===== src/rtl/ft_pkt_pkg.sv =====
// Shared types and header framing for the FT2232 OUT-FIFO packet scheduler.
// Header byte layout: {channel[1:0], payload_len_minus_1[5:0]}.
package ft_pkt_pkg;

    localparam int MAX_PAYLOAD = 64;
    localparam int HDR_CH_W    = 2;
    localparam int HDR_LEN_W   = $clog2(MAX_PAYLOAD);

    typedef enum logic [1:0] {
        IDLE,
        HEADER,
        PAYLOAD
    } state_e;

    function automatic logic [7:0] hdr_pack(input logic [HDR_CH_W-1:0]  ch,
                                            input logic [HDR_LEN_W-1:0] len);
        return {ch, len};
    endfunction

endpackage


===== src/rtl/ft_rr_pick.sv =====
// Combinational round-robin picker: the first requester after last_grant wins, wrapping.
// Rotates the request vector so the search starts at last_grant+1, isolates the lowest bit, rotates back.
module ft_rr_pick
    import ft_pkt_pkg::*;
#(
    parameter int NUM_CH = 4
) (
    input  logic [NUM_CH-1:0]   req_i,
    input  logic [HDR_CH_W-1:0] last_grant_i,
    output logic [NUM_CH-1:0]   pick_o,
    output logic                any_o
);

    logic [HDR_CH_W-1:0] start;
    logic [2*NUM_CH-1:0] req_dbl;
    logic [NUM_CH-1:0]   req_rot;
    logic [NUM_CH-1:0]   pick_rot;
    logic [2*NUM_CH-1:0] pick_dbl;

    always_comb begin
        start = (last_grant_i == HDR_CH_W'(NUM_CH-1)) ? '0 : last_grant_i + HDR_CH_W'(1);
        req_dbl  = {req_i, req_i} >> start;
        req_rot  = req_dbl[NUM_CH-1:0];
        pick_rot = req_rot & (~req_rot + NUM_CH'(1));
        pick_dbl = {pick_rot, pick_rot} << start;
        pick_o   = pick_dbl[2*NUM_CH-1:NUM_CH];
        any_o    = |req_i;
    end

endmodule


===== src/rtl/ft_tx_arbiter.sv =====
// Round-robin packet scheduler feeding the FT2232 OUT FIFO write port (60 MHz FIFO clock domain).
// Each grant emits one header byte followed by len_q+1 payload bytes from the granted channel.
module ft_tx_arbiter
    import ft_pkt_pkg::*;
#(
    parameter int NUM_CH = 4
) (
    input  logic                          fifo_clk_i,
    input  logic                          reset_i,
    input  logic [NUM_CH-1:0]             ch_req_i,
    input  logic [NUM_CH*HDR_LEN_W-1:0]   ch_len_i,
    input  logic [NUM_CH-1:0]             ch_valid_i,
    input  logic [NUM_CH*8-1:0]           ch_data_i,
    output logic [NUM_CH-1:0]             ch_ready_o,
    output logic [NUM_CH-1:0]             ch_done_o,
    output logic [NUM_CH-1:0]             grant_o,
    output logic                          busy_o,
    output logic                          wr_out_fifo_en_o,
    output logic [7:0]                    wr_out_fifo_data_o,
    input  logic                          wr_out_fifo_full_i,
    input  logic                          wr_out_fifo_afull_i
);

    state_e                 state_q, state_d;
    logic [NUM_CH-1:0]      grant_q, grant_d;
    logic [HDR_CH_W-1:0]    grant_idx_q, grant_idx_d;
    logic [HDR_CH_W-1:0]    last_grant_q, last_grant_d;
    logic [HDR_LEN_W-1:0]   len_q, len_d;
    logic [HDR_LEN_W-1:0]   cnt_q, cnt_d;
    logic                   wr_en_q, wr_en_d;
    logic [7:0]             wr_data_q, wr_data_d;
    logic [NUM_CH-1:0]      done_q, done_d;

    logic                   space;
    logic [NUM_CH-1:0]      pick;
    logic                   pick_any;
    logic [HDR_CH_W-1:0]    pick_idx;
    logic [HDR_LEN_W-1:0]   pick_len;
    logic                   sel_valid;
    logic [7:0]             sel_data;

    // The write is registered, so afull must also block: it lands one cycle after the decision.
    assign space = ~wr_out_fifo_full_i & ~wr_out_fifo_afull_i;

    ft_rr_pick #(
        .NUM_CH (NUM_CH)
    ) u_rr_pick (
        .req_i        (ch_req_i),
        .last_grant_i (last_grant_q),
        .pick_o       (pick),
        .any_o        (pick_any)
    );

    always_comb begin
        pick_idx = '0;
        pick_len = '0;
        for (int i = 0; i < NUM_CH; i++) begin
            if (pick[i]) begin
                pick_idx = HDR_CH_W'(i);
                pick_len = ch_len_i[i*HDR_LEN_W +: HDR_LEN_W];
            end
        end
    end

    always_comb begin
        sel_valid = 1'b0;
        sel_data  = '0;
        for (int i = 0; i < NUM_CH; i++) begin
            if (grant_q[i]) begin
                sel_valid = ch_valid_i[i];
                sel_data  = ch_data_i[i*8 +: 8];
            end
        end
    end

    always_comb begin
        // NOTE: every signal driven here gets a default first, so no path can infer a latch.
        state_d      = state_q;
        grant_d      = grant_q;
        grant_idx_d  = grant_idx_q;
        last_grant_d = last_grant_q;
        len_d        = len_q;
        cnt_d        = cnt_q;
        wr_en_d      = 1'b0;
        wr_data_d    = wr_data_q;
        done_d       = '0;
        ch_ready_o   = '0;

        case (state_q)
            IDLE: begin
                if (pick_any) begin
                    grant_d     = pick;
                    grant_idx_d = pick_idx;
                    len_d       = pick_len;
                    state_d     = HEADER;
                end
            end

            HEADER: begin
                if (space) begin
                    wr_en_d   = 1'b1;
                    wr_data_d = hdr_pack(grant_idx_q, len_q);
                    cnt_d     = len_q;
                    state_d   = PAYLOAD;
                end
            end

            PAYLOAD: begin
                ch_ready_o = grant_q & {NUM_CH{space}};
                if (space && sel_valid) begin
                    wr_en_d   = 1'b1;
                    wr_data_d = sel_data;
                    if (cnt_q == '0) begin
                        done_d       = grant_q;
                        last_grant_d = grant_idx_q;
                        grant_d      = '0;
                        state_d      = IDLE;
                    end else begin
                        cnt_d = cnt_q - HDR_LEN_W'(1);
                    end
                end
            end

            default: begin
                state_d = IDLE;
                grant_d = '0;
            end
        endcase
    end

    // NOTE: synchronous reset; sequential state is updated with non-blocking assignments only.
    always_ff @(posedge fifo_clk_i) begin
        if (reset_i) begin
            state_q      <= IDLE;
            grant_q      <= '0;
            grant_idx_q  <= '0;
            last_grant_q <= HDR_CH_W'(NUM_CH-1);
            len_q        <= '0;
            cnt_q        <= '0;
            wr_en_q      <= 1'b0;
            wr_data_q    <= '0;
            done_q       <= '0;
        end else begin
            state_q      <= state_d;
            grant_q      <= grant_d;
            grant_idx_q  <= grant_idx_d;
            last_grant_q <= last_grant_d;
            len_q        <= len_d;
            cnt_q        <= cnt_d;
            wr_en_q      <= wr_en_d;
            wr_data_q    <= wr_data_d;
            done_q       <= done_d;
        end
    end

    assign grant_o            = grant_q;
    assign busy_o             = (state_q != IDLE);
    assign ch_done_o          = done_q;
    assign wr_out_fifo_en_o   = wr_en_q;
    assign wr_out_fifo_data_o = wr_data_q;

endmodule


===== config.mk =====
export PLATFORM = sky130hd
export DESIGN_NAME = ft_tx_arbiter
export DESIGN_NICKNAME = d
export VERILOG_FILES = /design/src/rtl/ft_pkt_pkg.sv /design/src/rtl/ft_rr_pick.sv /design/src/rtl/ft_tx_arbiter.sv
export SDC_FILE = /design/constraint.sdc
export NUM_CORES = 1
export LEC_CHECK = 0
export ABC_CLOCK_PERIOD_IN_PS = 2000
export CORE_ASPECT_RATIO = 0.7
export CORE_MARGIN = 2
export CORE_UTILIZATION = 39
export DETAILED_ROUTE_END_ITERATION = 8
export PLACE_DENSITY_LB_ADDON = 0.3
export SLEW_MARGIN = 20
export SYNTH_ARGS = -nofsm -noshare
export SYNTH_HDL_FRONTEND = slang
export SYNTH_SLANG_ARGS = --single-unit

===== constraint.sdc =====
create_clock -name fifo_clk_i -period 2 [get_ports fifo_clk_i]
set_input_delay 0.2 -clock fifo_clk_i [delete_from_list [all_inputs] [get_ports fifo_clk_i]]
set_output_delay 0.2 -clock fifo_clk_i [all_outputs]
set_load 0.01 [all_outputs]

==> results.yml <==
sta:
  period_needed_ns: 1.909
  worst_slew_pin_slew_ns: 0.5322
  fmax_mhz: 523.7
  grt_setup_unrepaired: "yes"
  whs_ns: 0.4747
  skew_ns: 0.008713
  fin_ws_ns: 0.09062
  max-slew-margin-rel_pct: 64.07
  drv_slew: 0
  finalSetupViolCount: 0
  tns_ns: 0
  final_hold_viol_count: 0
  post-route-period-util_pct: 95.47
global_route:
  grt_pass1_vias: 2400
  grt_pass1_wl_um: 11410
  grt_max_degree: 21
  grt_overflow_total: 0
  antenna_found_initial: 0
  track_usage_pct: 23.68
clock_tree:
  h-tree-depth: 2
  clk_path_buf_depth: 2
  clk_latency_ns: 0.30
  cts_root_buffer: "clkbuf_8"
  cts_buffers: 5
  cts_num_sinks: 35
  clkSlewWorstSetupHoldPaths_ns: 0.08
  cts_tree: "done"
floorplanning:
  die_x_um: 92.97
  start_util_pct: 40.89
  rows: 22
  ios: 90
  die_h_um: 66.28
  dieArea_um2: 6161
  core_region_area_um2: 5285
finish:
  antenna_cells: 0
  drive_gt1_share_pct: 14.66
  syn2layout_area_growth_pct: 60.34
  nets: 454
  final_area_um2: 3465
worst_setup_path:
  critPathCaptureType: "primary output"
  worstSetupPathType: "reg -> out"
  worstPathArrival_ns: 1.71
  path_cells: "inv_1 -> ha_1 -> inv_1 -> clkdlybuf4s50_1"
  path_max_fanout: 5
  slowest_stage: "clkdlybuf4s50_1"
  critPathLaunchType: "flop"
  required_ns: 1.80
  slowest_delay_ns: 0.54
  path_common_cell: "inv_1"
logic_synthesis:
  synth_top_cell_by_area: "dfxtp_1"
  ys_seq_elements: 35
  synth_edf_count: 0
  synth_area_leaders: "dfxtp_1 (32%), a21oi_1 (4.9%), nand2_1 (4.2%)"
  syn_avg_cell_area_um2: 8.003
  synth-seq-area-share_pct: 32.43
  ys_types: 47
  ys.flop_type: "dfxtp_1"
  netlist_area_um2: 2161
  synthArstFlopShare_pct: 0
  ys_warn_count: 0
  synth_nets: 343
  synth_cells: 270
  netlist.area_leader.share_pct: 32.43
  synth.most_common_cell: "dfxtp_1"
  synthTopCellsByCount: "dfxtp_1 (35), nand2_1 (24), a21oi_1 (21)"
drt:
  drtIter0Drc: 159
  post_drt_via_cell_ratio: 5.524
  antenna_left: 0
  wl_per_cell_um: 15.68
  dr.pass1.iters: 4
  vias: 2508
  drc_errors: 0
  totalWireLength_um: 7120
power_and_ir_drop:
  leakage_uw: 0.001290
  totalPowerFinal_uw: 3151
  power.density_nw_per_um2: 909.6
  max-vdd-ir-drop_uv: 442.2
min_path:
  min_path_type: "reg -> reg"
placed_design:
  portBuffers: 89
  pre_cts_ws_ns: -0.04498
  gp_congestion: 0.9225
  place_area_um2: 3301
  hpwlAfterDp_um: 5533
run:
  max_cap_viol_count: 0
run_status:
  status: "finished, final reports clean"
==> kinds of logic after synthesis <==
logic type,Yosys count,share of synthesized area [%]
AND/OR/NAND/NOR,104,25.65
AO/OA/AOI/OAI,92,31.85
flip-flops,35,32.43
buffers and inverters,30,5.327
adder cells (fa/ha/maj),5,2.895
multiplexers,4,1.853
==> state kept, by name (all words and copies together), names as in the netlist <==
name                count
wr_out_fifo_en_o        1
state_q                 2
wr_out_fifo_data_o      8
grant_o                 4
last_grant_q            2
grant_idx_q             2
ch_done_o               4
len_q                   6
cnt_q                   6
==> final timing paths <==
path,startpoint,end,slack (ns),depth (start not counted)
worst max-delay path,state_q[1],busy_o,0.09,4
worst min-delay path,wr_out_fifo_data_o[3],wr_out_fifo_data_o[3],0.47,2
worst max register to register,last_grant_q[1],grant_o[2],0.09,6
worst min register to register,wr_out_fifo_data_o[3],wr_out_fifo_data_o[3],0.47,2
==> cell type report <==
class	instances	area [um2]
Clock buffer	5	68.82
Clock inverter	3	20.02
Multi-Input combinational cell	205	1406
Tap cell	72	90.09
Sequential cell	35	700.7
Fill cell	460	1821
Inverter	13	48.80
Timing Repair Buffer	121	1130
==> per-stage QoR <==
stage          std cells  util (%)
2_1_floorplan        270         -
3_3_place_gp         444     62.45
3_5_place_dp         444     62.45
4_1_cts              451     64.20
5_1_grt              454     65.55
6_report             454     65.55
==> where the power goes <==
part,leakage [uW],switching [uW],internal [uW]
clock,0.0000402,267,242
combinational,0.000964,816,840
sequential,0.000285,138,849
==> timing repair <==
action                     in CTS  in global routing
pin swaps                       0                  1
gates resized for setup         3                 11
setup buffers                   0                  3
setup endpoints to repair       4                 20
hold buffers                    0                  0
==> routing by layer <==
metal | vias to the layer above | track usage, % | part of all wire (%)
met4 | 0 | 4.779 | 0.60
met1 | 1169 | 32.21 | 46
met2 | 100 | 37.68 | 44
li1 | 1233 | - | -
met3 | 6 | 6.613 | 9.6
met5 | - | 0 | 0
==> worst max-delay path, delay by kind of cell (launching register included) <==
kind	cells	cell delay, ns
buffers and inverters	3	0.75
flip-flops	1	0.40
adder cells (fa/ha/maj)	1	0.26
==> cells in the final DEF (no fill, tap or decap), types with 8 or more instances in the layout <==
cell              n
nor2_1           14
nand2_1          24
a221oi_1          8
inv_1            12
o21ai_0          15
o211ai_1         10
nor3_1           12
buf_4            32
dfxtp_1          35
nor2b_1          12
clkdlybuf4s50_1  88
a21oi_1          21
nand2b_1         12
No activity file was read; power rests on OpenSTA's default activity.
